<file path="src/rtl/id_operand_stage_if.sv">
// IF->ID->EX pipeline handshake bundle for the decode operand stage.
// master = surrounding pipeline (IF producer / EX consumer), slave = the ID stage.
interface id_operand_stage_if #(
  parameter int PAYLOAD_W = 64
);
  logic                 in_valid;
  logic                 in_ready;
  logic [31:0]          in_inst;
  logic [PAYLOAD_W-1:0] in_payload;
  logic                 out_valid;
  logic                 out_ready;
  logic [31:0]          id_inst;
  logic [PAYLOAD_W-1:0] id_payload;

  modport master (
    output in_valid, in_inst, in_payload, out_ready,
    input  in_ready, out_valid, id_inst, id_payload
  );

  modport slave (
    input  in_valid, in_inst, in_payload, out_ready,
    output in_ready, out_valid, id_inst, id_payload
  );
endinterface

</file>
<file path="src/rtl/id_operand_stage.sv">
// Decode-stage operand unit: IF->ID register, priority forwarding across
// NUM_FWD producers, pending-result stall and a saturating stall counter.

module id_fwd_resolve #(
  parameter int XLEN    = 32,
  parameter int NUM_FWD = 3
) (
  input  logic [4:0]              rs,
  input  logic                    rs_en,
  input  logic                    id_valid,
  input  logic [NUM_FWD-1:0]      fwd_valid,
  input  logic [NUM_FWD-1:0]      fwd_we,
  input  logic [5*NUM_FWD-1:0]    fwd_rd,
  input  logic [XLEN*NUM_FWD-1:0] fwd_data,
  input  logic [NUM_FWD-1:0]      fwd_data_ok,
  input  logic [XLEN-1:0]         rf_rd,
  output logic [XLEN-1:0]         op,
  output logic                    hazard
);
  logic found;
  logic pend;

  // Scan youngest-first; the first match owns the operand even if its data is pending.
  always_comb begin
    op    = rf_rd;
    pend  = 1'b0;
    found = 1'b0;
    for (int i = 0; i < NUM_FWD; i++) begin
      if (!found && fwd_valid[i] && fwd_we[i] &&
          fwd_rd[5*i +: 5] != 5'd0 && fwd_rd[5*i +: 5] == rs) begin
        found = 1'b1;
        op    = fwd_data[XLEN*i +: XLEN];
        pend  = !fwd_data_ok[i];
      end
    end
    if (rs == 5'd0) begin
      op   = '0;
      pend = 1'b0;
    end
  end

  assign hazard = pend && id_valid && rs_en;
endmodule

module id_operand_stage #(
  parameter int XLEN      = 32,
  parameter int PAYLOAD_W = 64,
  parameter int NUM_FWD   = 3,
  parameter int CNT_W     = 16
) (
  input  logic                    clk,
  input  logic                    rst_n,
  id_operand_stage_if.slave       bus,
  input  logic                    flush,
  input  logic                    rs1_en,
  input  logic                    rs2_en,
  output logic [4:0]              rs1_addr,
  output logic [4:0]              rs2_addr,
  input  logic [XLEN-1:0]         rf_rd1,
  input  logic [XLEN-1:0]         rf_rd2,
  input  logic [NUM_FWD-1:0]      fwd_valid,
  input  logic [NUM_FWD-1:0]      fwd_we,
  input  logic [5*NUM_FWD-1:0]    fwd_rd,
  input  logic [XLEN*NUM_FWD-1:0] fwd_data,
  input  logic [NUM_FWD-1:0]      fwd_data_ok,
  output logic [XLEN-1:0]         op1,
  output logic [XLEN-1:0]         op2,
  output logic                    stall,
  output logic [CNT_W-1:0]        stall_cnt,
  input  logic                    stall_cnt_clr
);
  localparam logic [31:0] NOP = 32'h0000_0013;

  logic                 id_valid;
  logic [31:0]          id_inst;
  logic [PAYLOAD_W-1:0] id_payload;
  logic                 ready_go;
  logic                 in_ready;
  logic                 accept;

  logic [1:0][4:0]      rs_addr;
  logic [1:0]           rs_en;
  logic [1:0][XLEN-1:0] rf_rd;
  logic [1:0][XLEN-1:0] op;
  logic [1:0]           hazard;

  assign rs1_addr   = id_inst[19:15];
  assign rs2_addr   = id_inst[24:20];
  assign rs_addr    = {rs2_addr, rs1_addr};
  assign rs_en      = {rs2_en, rs1_en};
  assign rf_rd      = {rf_rd2, rf_rd1};

  genvar p;
  generate
    for (p = 0; p < 2; p++) begin : g_port
      id_fwd_resolve #(.XLEN(XLEN), .NUM_FWD(NUM_FWD)) u_res (
        .rs          (rs_addr[p]),
        .rs_en       (rs_en[p]),
        .id_valid    (id_valid),
        .fwd_valid   (fwd_valid),
        .fwd_we      (fwd_we),
        .fwd_rd      (fwd_rd),
        .fwd_data    (fwd_data),
        .fwd_data_ok (fwd_data_ok),
        .rf_rd       (rf_rd[p]),
        .op          (op[p]),
        .hazard      (hazard[p])
      );
    end
  endgenerate

  assign op1        = op[0];
  assign op2        = op[1];
  assign ready_go   = !(|hazard);
  assign stall      = id_valid && !ready_go;
  assign in_ready   = !id_valid || (ready_go && bus.out_ready);
  // A flush cancels anything arriving in the same cycle.
  assign accept     = bus.in_valid && in_ready && !flush;

  assign bus.in_ready   = in_ready;
  assign bus.out_valid  = id_valid && ready_go;
  assign bus.id_inst    = id_inst;
  assign bus.id_payload = id_payload;

  always_ff @(posedge clk) begin
    if (!rst_n) begin
      id_valid   <= 1'b0;
      id_inst    <= NOP;
      id_payload <= '0;
      stall_cnt  <= '0;
    end else begin
      if (flush)         id_valid <= 1'b0;
      else if (in_ready) id_valid <= bus.in_valid;

      if (accept) begin
        id_inst    <= bus.in_inst;
        id_payload <= bus.in_payload;
      end

      if (stall_cnt_clr)
        stall_cnt <= '0;
      else if (stall && !flush && stall_cnt != {CNT_W{1'b1}})
        stall_cnt <= stall_cnt + 1'b1;
    end
  end
endmodule
</file>
<file path="src/flat_wrapper.sv">
// flat-port wrapper written by rule: the top's interface ports become plain ports
module id_operand_stage_flat 
#(
  parameter int XLEN      = 32,
  parameter int PAYLOAD_W = 64,
  parameter int NUM_FWD   = 3,
  parameter int CNT_W     = 16
)
  (clk, rst_n, flush, rs1_en, rs2_en, rs1_addr, rs2_addr, rf_rd1, rf_rd2, fwd_valid, fwd_we, fwd_rd, fwd_data, fwd_data_ok, op1, op2, stall, stall_cnt, stall_cnt_clr, bus_in_valid, bus_in_inst, bus_in_payload, bus_out_ready, bus_in_ready, bus_out_valid, bus_id_inst, bus_id_payload);
  id_operand_stage_if #(.PAYLOAD_W(PAYLOAD_W)) bus_i ();
  input  logic clk;
  input  logic rst_n;
  input  logic flush;
  input  logic rs1_en;
  input  logic rs2_en;
  output logic [4:0] rs1_addr;
  output logic [4:0] rs2_addr;
  input  logic [XLEN-1:0] rf_rd1;
  input  logic [XLEN-1:0] rf_rd2;
  input  logic [NUM_FWD-1:0] fwd_valid;
  input  logic [NUM_FWD-1:0] fwd_we;
  input  logic [5*NUM_FWD-1:0] fwd_rd;
  input  logic [XLEN*NUM_FWD-1:0] fwd_data;
  input  logic [NUM_FWD-1:0] fwd_data_ok;
  output logic [XLEN-1:0] op1;
  output logic [XLEN-1:0] op2;
  output logic stall;
  output logic [CNT_W-1:0] stall_cnt;
  input  logic stall_cnt_clr;
  input wire logic [$bits(bus_i.in_valid)-1:0] bus_in_valid;
  input wire logic [$bits(bus_i.in_inst)-1:0] bus_in_inst;
  input wire logic [$bits(bus_i.in_payload)-1:0] bus_in_payload;
  input wire logic [$bits(bus_i.out_ready)-1:0] bus_out_ready;
  output wire logic [$bits(bus_i.in_ready)-1:0] bus_in_ready;
  output wire logic [$bits(bus_i.out_valid)-1:0] bus_out_valid;
  output wire logic [$bits(bus_i.id_inst)-1:0] bus_id_inst;
  output wire logic [$bits(bus_i.id_payload)-1:0] bus_id_payload;
  assign bus_i.in_valid = bus_in_valid;
  assign bus_i.in_inst = bus_in_inst;
  assign bus_i.in_payload = bus_in_payload;
  assign bus_i.out_ready = bus_out_ready;
  assign bus_in_ready = bus_i.in_ready;
  assign bus_out_valid = bus_i.out_valid;
  assign bus_id_inst = bus_i.id_inst;
  assign bus_id_payload = bus_i.id_payload;
  id_operand_stage #(.XLEN(XLEN), .PAYLOAD_W(PAYLOAD_W), .NUM_FWD(NUM_FWD), .CNT_W(CNT_W)) u_core (.clk(clk), .rst_n(rst_n), .bus(bus_i), .flush(flush), .rs1_en(rs1_en), .rs2_en(rs2_en), .rs1_addr(rs1_addr), .rs2_addr(rs2_addr), .rf_rd1(rf_rd1), .rf_rd2(rf_rd2), .fwd_valid(fwd_valid), .fwd_we(fwd_we), .fwd_rd(fwd_rd), .fwd_data(fwd_data), .fwd_data_ok(fwd_data_ok), .op1(op1), .op2(op2), .stall(stall), .stall_cnt(stall_cnt), .stall_cnt_clr(stall_cnt_clr));
endmodule
</file>
<file path="config.mk">
export PLATFORM = sky130hd
export DESIGN_NAME = id_operand_stage_flat
export DESIGN_NICKNAME = d
export VERILOG_FILES = /design/src/rtl/id_operand_stage_if.sv /design/src/rtl/id_operand_stage.sv /design/src/flat_wrapper.sv
export SDC_FILE = /design/constraint.sdc
export NUM_CORES = 1
export LEC_CHECK = 0
export CAP_MARGIN = 10
export CORE_AREA = 2 2 184 186
export DETAILED_ROUTE_END_ITERATION = 6
export DIE_AREA = 0 0 186 188
export HOLD_SLACK_MARGIN = 0.1
export PLACE_DENSITY_LB_ADDON = 0.3
export SKIP_CTS_REPAIR_TIMING = 1
export SYNTH_ARGS = -nofsm -noshare
export SYNTH_HDL_FRONTEND = slang
export SYNTH_SLANG_ARGS = --single-unit
</file>
<file path="constraint.sdc">
create_clock -name clk -period 5.35 [get_ports clk]
set_input_delay 1.605 -clock clk [delete_from_list [all_inputs] [get_ports clk]]
set_output_delay 1.605 -clock clk [all_outputs]
set_load 0.005 [all_outputs]
</file>
Word-level counts from Yosys, hierarchy flattened
Index checks and enable logic that the tools add are counted.

Flip-flop bits (word level): 113. Bits in read-only memories: 0. Memories: 0. Input bits: 288. Bits in latches: 0. Output and inout port bits: 189. Bits in writable memories: 0.

Bitwise gates (word level): 1. Reduce and logical (&&, ||, !) cells: 50. Shifts and indexed selects: 0. $add $sub $neg: 1. Equality and inequality tests: 7. Multiplexer cells: 20. Div/mod/pow operators: 0. Magnitude comparators: 0. Multiply operators: 0.

Operator list (number): 32-bit 2-to-1 mux (8); 1-bit logical AND (31); 5-bit == test (6); 16-bit by 1-bit adder with 16-bit output (second input constant) (1); 16-bit != test (second input constant) (1); 5-bit nonzero test (3); 1-bit 2-to-1 mux (12); 1-bit zero test (10); 5-bit zero test (2); 2-bit OR reduction (3); 1-bit logical OR (1); 1-bit NOT (1).

Longest topological paths before layout
Depth after elaboration: 25. Gate-level depth with buffers: 13. Mapped depth without buffers: 8.

Hierarchy
From an unflattened synthesis, not the netlist that was laid out.

Cell total of the unflattened synthesis: 1003. Area, all modules: 7988.9 um2.

By module, submodules not included: id_operand_stage (cells an instance 543, instances 1, area an instance 4508.1 um2); id_fwd_resolve (cells an instance 230, instances 2, area an instance 1740.4 um2).

Least setup slack after synthesis
Ideal clock, no wire load.

Path kind: in2out. From: in fwd_rd[2]. To: out op2[10]. Stages on the path: 8. Required time: 3.745 ns. Data arrival time: 3.334 ns. Setup slack: 0.411 ns. Cell sequence: or4_1 o211ai_2 nor4_1 clkbuf_1 buf_1 nor2_1 a221oi_1 nor2_1.

Cells in the longest elaborated chain, start to end: 17. Elaborated cells on any way between the ends: 20. Classes of those cells: eq/ne: 1; mux: 6; reduce/logical: 13.

RTL lines: start: declaration (RTL line flat_wrapper.sv:22) `input logic [5*NUM_FWD-1:0] fwd_rd;`; 5-bit nonzero test (RTL line id_operand_stage.sv:30) `fwd_rd[5*i +: 5] != 5'd0 && fwd_rd[5*i +: 5] == rs) begin`; 1-bit logical AND (RTL line id_operand_stage.sv:29) `if (!found && fwd_valid[i] && fwd_we[i] &&`; 1-bit logical AND * (RTL line id_operand_stage.sv:30); 1-bit 2-to-1 mux (RTL line id_operand_stage.sv:29); 1-bit zero test (RTL line id_operand_stage.sv:29); 1-bit logical AND (3 in series) (RTL line id_operand_stage.sv:29); 1-bit logical AND (RTL line id_operand_stage.sv:30); 1-bit 2-to-1 mux (RTL line id_operand_stage.sv:29); 1-bit zero test (RTL line id_operand_stage.sv:29); 1-bit logical AND (3 in series) (RTL line id_operand_stage.sv:29); 1-bit logical AND (RTL line id_operand_stage.sv:30); 32-bit 2-to-1 mux * (RTL line id_operand_stage.sv:29); 32-bit 2-to-1 mux * (RTL line id_operand_stage.sv:36) `if (rs == 5'd0) begin`; end: declaration (RTL line flat_wrapper.sv:26) `output logic [XLEN-1:0] op2;`.

Mark *: on every way between the ends. The rest lies on a longest branch, timed or not.

Worst setup path in the final report
From: in fwd_rd[11]. To: out op1[13].

Cells in the longest elaborated chain, start to end: 5. Elaborated cells on any way between the ends: 6. Classes of those cells: eq/ne: 1; mux: 2; reduce/logical: 3.

RTL lines: 5-bit nonzero test (RTL line id_operand_stage.sv:30); 1-bit logical AND (RTL line id_operand_stage.sv:29); 1-bit logical AND * (RTL line id_operand_stage.sv:30); 32-bit 2-to-1 mux * (RTL line id_operand_stage.sv:29); 32-bit 2-to-1 mux * (RTL line id_operand_stage.sv:36); end: declaration (RTL line flat_wrapper.sv:25) `output logic [XLEN-1:0] op1;`.

Marks and branches as above.

==> results by group <==
Outcome
  • Status: finished with violations
  • Failing checks: negative setup slack

Global routing
  • Overflow left after global routing: 0
  • Global router's overall resource usage: 0.188
  • Vias in the first global route: between 8k and 9k
  • Initial antenna violation count: 4
  • Largest net degree at the start of global routing: 193
  • First-pass GRT wire length: 50600 µm

Setup path
  • Crit-path cells: buf_8, or4_4, o211ai_4, buf_6, nor4_2, nor2_2, buf_6, clkbuf_16, buf_12, a22oi_1, nor2_1, a221oi_2, nor2_1, buf_2
  • Kind of start point of the critical path: input port
  • Worst R2R Setup Slack: 1.92 ns
  • Reg-to-reg endpoint: u_core.bus.id_inst[14]
  • WP buf/inv: 6
  • Crit path from: fwd_rd[11]
  • Critical Path Sink Type: primary output
  • RR Startpoint: u_core.bus.id_inst[15]
  • Setup CP Type: in2out
  • CP Depth: 14
  • Critical Path AT: 3.80 ns
  • CP Data Required Time: 3.74 ns
  • Worst setup path end: op1[13]
  • Worst R2R Path Depth: 12
  • CP max stage cell: or4_4
  • Slowest stage delay, CP: 0.54 ns
  • Max FO, Critical Path: 6
  • Cell class contributing the biggest share of worst-path delay: simple AND/OR/NAND/NOR gates

Die
  • Core Area: 33100 µm²
  • Die Height: 188 µm
  • Initial core utilization: 0.215
  • Die X: about 190 µm
  • # IOs: 477
  • Die area: around 35000 µm²
  • # rows: 67

Power
  • Switching portion of total power: 0.295
  • Comb power frac: 0.279
  • Psw: 0.836 mW
  • Internal: 2.00 mW
  • PD cells: approximately 190 nW/µm²
  • Seq pwr share: 0.322
  • Clock power frac: 0.399
  • Worst IR drop on VDD: 0.175 mV
  • Leak: 6.31 nW

Finish
  • Register area: 2260 µm²
  • Layout net count: 1741
  • Layout area overhead: 104%
  • Share of cells above drive strength 1: 0.210
  • Fill cell count: 3257
  • Multi-input logic area: 5040 µm²
  • Post-Layout Inst Area: 14500 µm²

Clock network
  • Clock buffer depth: 2
  • CTS tree: yes
  • Total clock sinks: between 100 and 150
  • CTS clock-pin slew for the worst setup and hold paths: 0.05 ns
  • H-Tree Depth: 4
  • Clock latency on the worst-skew pair: slightly above 0.4 ns
  • Root Buffer: clkbuf_16
  • Inserted Clock Buffers: 17

Logic synthesis
  • Ys Warns: 0
  • Yosys reg bits: 113
  • Syn nets: 1206
  • Seq/Total Area, Yosys: 0.318
  • Synth cell types: 49
  • Cell count after synthesis: just over 900
  • Post-Syn Area per Cell: 7.76 µm²
  • Post-synth ARST share: 0
  • Top_reg_cell synth: dfxtp_1
  • Post-synth EDFFs: 0
  • Post-Syn Area: ~7100 µm²

Timing
  • Final setup fails: 7
  • Final period utilization: 1.01
  • RSZ-0062 raised after global routing: yes
  • Setup Total Neg Slack: -0.190 ns
  • Final worst setup slack: -0.0574 ns
  • Worst slew pin tran: approximately 0.84 ns
  • Final Slew Violations: 0
  • Slew Limit Headroom: 0.443
  • Clk_skew: approximately 0.022 ns
  • FMAX: 185 MHz
  • Hold Fails Final Rpt: 0
  • Min Tclk post-route: 5.41 ns

Route
  • Vias per inst: 4.77
  • Antenna-violating nets left: 0
  • Remaining DRCs: 0
  • Initial detailed-routing violation count: 504
  • Vias after detailed routing: 9145
  • Wire per inst: 19.2 µm
  • Drt pass-1 iters: 5
  • WL final: 36800 µm

Placement
  • Routability cong.: 0.958
  • HPWL Detailed: 27100 µm
  • IO buf count: 476
  • Placed cell area: 12900 µm²

Worst hold path
  • Worst Hold Launch: u_core.bus.id_payload[49]
  • Worst hold path type: reg2reg

Job
  • Max-cap violations: 0
cells by family after synthesis:
kind of cell / share of synthesized area
multiplexers: 0.143
AO/OA/AOI/OAI: 0.182
flip-flops: 0.318
buffers and inverters: 0.0633
AND/OR/NAND/NOR: 0.255
adder cells (fa/ha/maj): 0.00176
XOR/XNOR: 0.0369
tightest hold or removal path, cell delays in order (launching register included):
cell     delay [ns]
dfxtp_1        0.31
nand2_1        0.05
mux2i_1        0.05
metal layers:
metal | global-route usage | vias up | share of wire
li1 | - | 4342 | -
met3 | 0.0528 | 75 | 0.083
met4 | 0.0706 | 2 | 0.033
met1 | 0.215 | 4307 | 0.39
met2 | 0.331 | 419 | 0.49
met5 | 0 | - | 0.00035
how the worst min path moves through the flow:
stage | to | slack (ns) | depth (start not counted)
after detailed placement | u_core.bus.id_payload[28] | 0.45 | 2
after global placement | u_core.bus.id_payload[19] | 0.44 | 2
final | u_core.bus.id_payload[49] | 0.45 | 2
after global routing | u_core.bus.id_payload[58] | 0.47 | 2
after floorplan | u_core.bus.id_inst[10] | 0.45 | 2
after CTS | u_core.bus.id_payload[55] | 0.46 | 2
layout by cell type, fill, tap and decap left out, types with 18 or more instances in the layout:
cell,Yosys,routed
a221oi_2,0,35
dfxtp_1,113,113
xor2_1,18,18
buf_4,15,84
dlymetal6s2s_1,0,45
clkbuf_16,0,20
buf_6,5,23
clkbuf_2,0,24
clkdlybuf4s50_1,0,387
a22oi_1,64,49
mux2i_1,102,102
nand2_1,202,200
buf_12,0,21
nor2_1,139,126
a221oi_1,64,24
area by class of cell:
class,count,share of cell area
diodes,3,0.000516
clock buffers,17,0.0292
clock inverters,15,0.0102
inverters,2,0.000516
multi-input cells,710,0.346
flip-flops and latches,113,0.155
well taps,448,0.0385
repair buffers,608,0.419
cells in the mapped netlist (all sizes together), types with 2 or more instances:
master,count,area [µm²]
o2111ai,3,26.3
a221oi,64,561
dfxtp,113,2260
o311ai,2,17.5
o41ai,2,17.5
mux2i,102,1020
nand2,202,758
xor2,18,158
o211ai,6,55.1
and4bb,2,25.0
inv,2,7.51
a22oi,65,493
or3,5,31.3
nand2b,9,56.3
or4,8,63.8
nand3,12,60.1
nor2,139,522
nand4,2,12.5
nor2b,7,43.8
buf,29,206
a21oi,6,30.0
nor4,9,77.6
o21ai,6,30.0
nor3b,4,35.0
and3,9,56.3
xnor2,12,105
nor3,5,36.3
a211oi,3,32.5
clkbuf,63,236
nor4b,2,23.8
state kept, by name, indices dropped and copies added, names as in the netlist:
signal	cells
u_core.bus.id_payload	64
u_core.bus.id_inst	32
u_core.stall_cnt	16
u_core.id_valid	1
power by group through the flow:
stage | Combinational, mW | Clock [mW] | Sequential [mW]
CTS | 0.770 | 1.17 | 0.910
detailed placement | 0.766 | 0 | 0.928
finish | 0.791 | 1.13 | 0.911
global placement | 0.761 | 0 | 0.926
floorplan | 0.249 | 0 | 0.924
global route | 0.845 | 1.20 | 0.915
through the flow:
step | cells | hold slack, ns | power (mW) | utilization | setup slack (ns)
floorplan | 917 | 0.451 | 1.17 | - | 0.411
global placement | 1830 | 0.440 | 1.69 | 0.388 | -0.877
detailed placement | 1830 | 0.447 | 1.69 | 0.388 | -0.901
CTS | 1862 | 0.459 | 2.85 | 0.406 | -0.900
global route | 1916 | 0.470 | 2.96 | 0.439 | -0.146
finish | 1916 | 0.455 | 2.83 | 0.439 | -0.0574
Power figures use the tool's default switching activity.
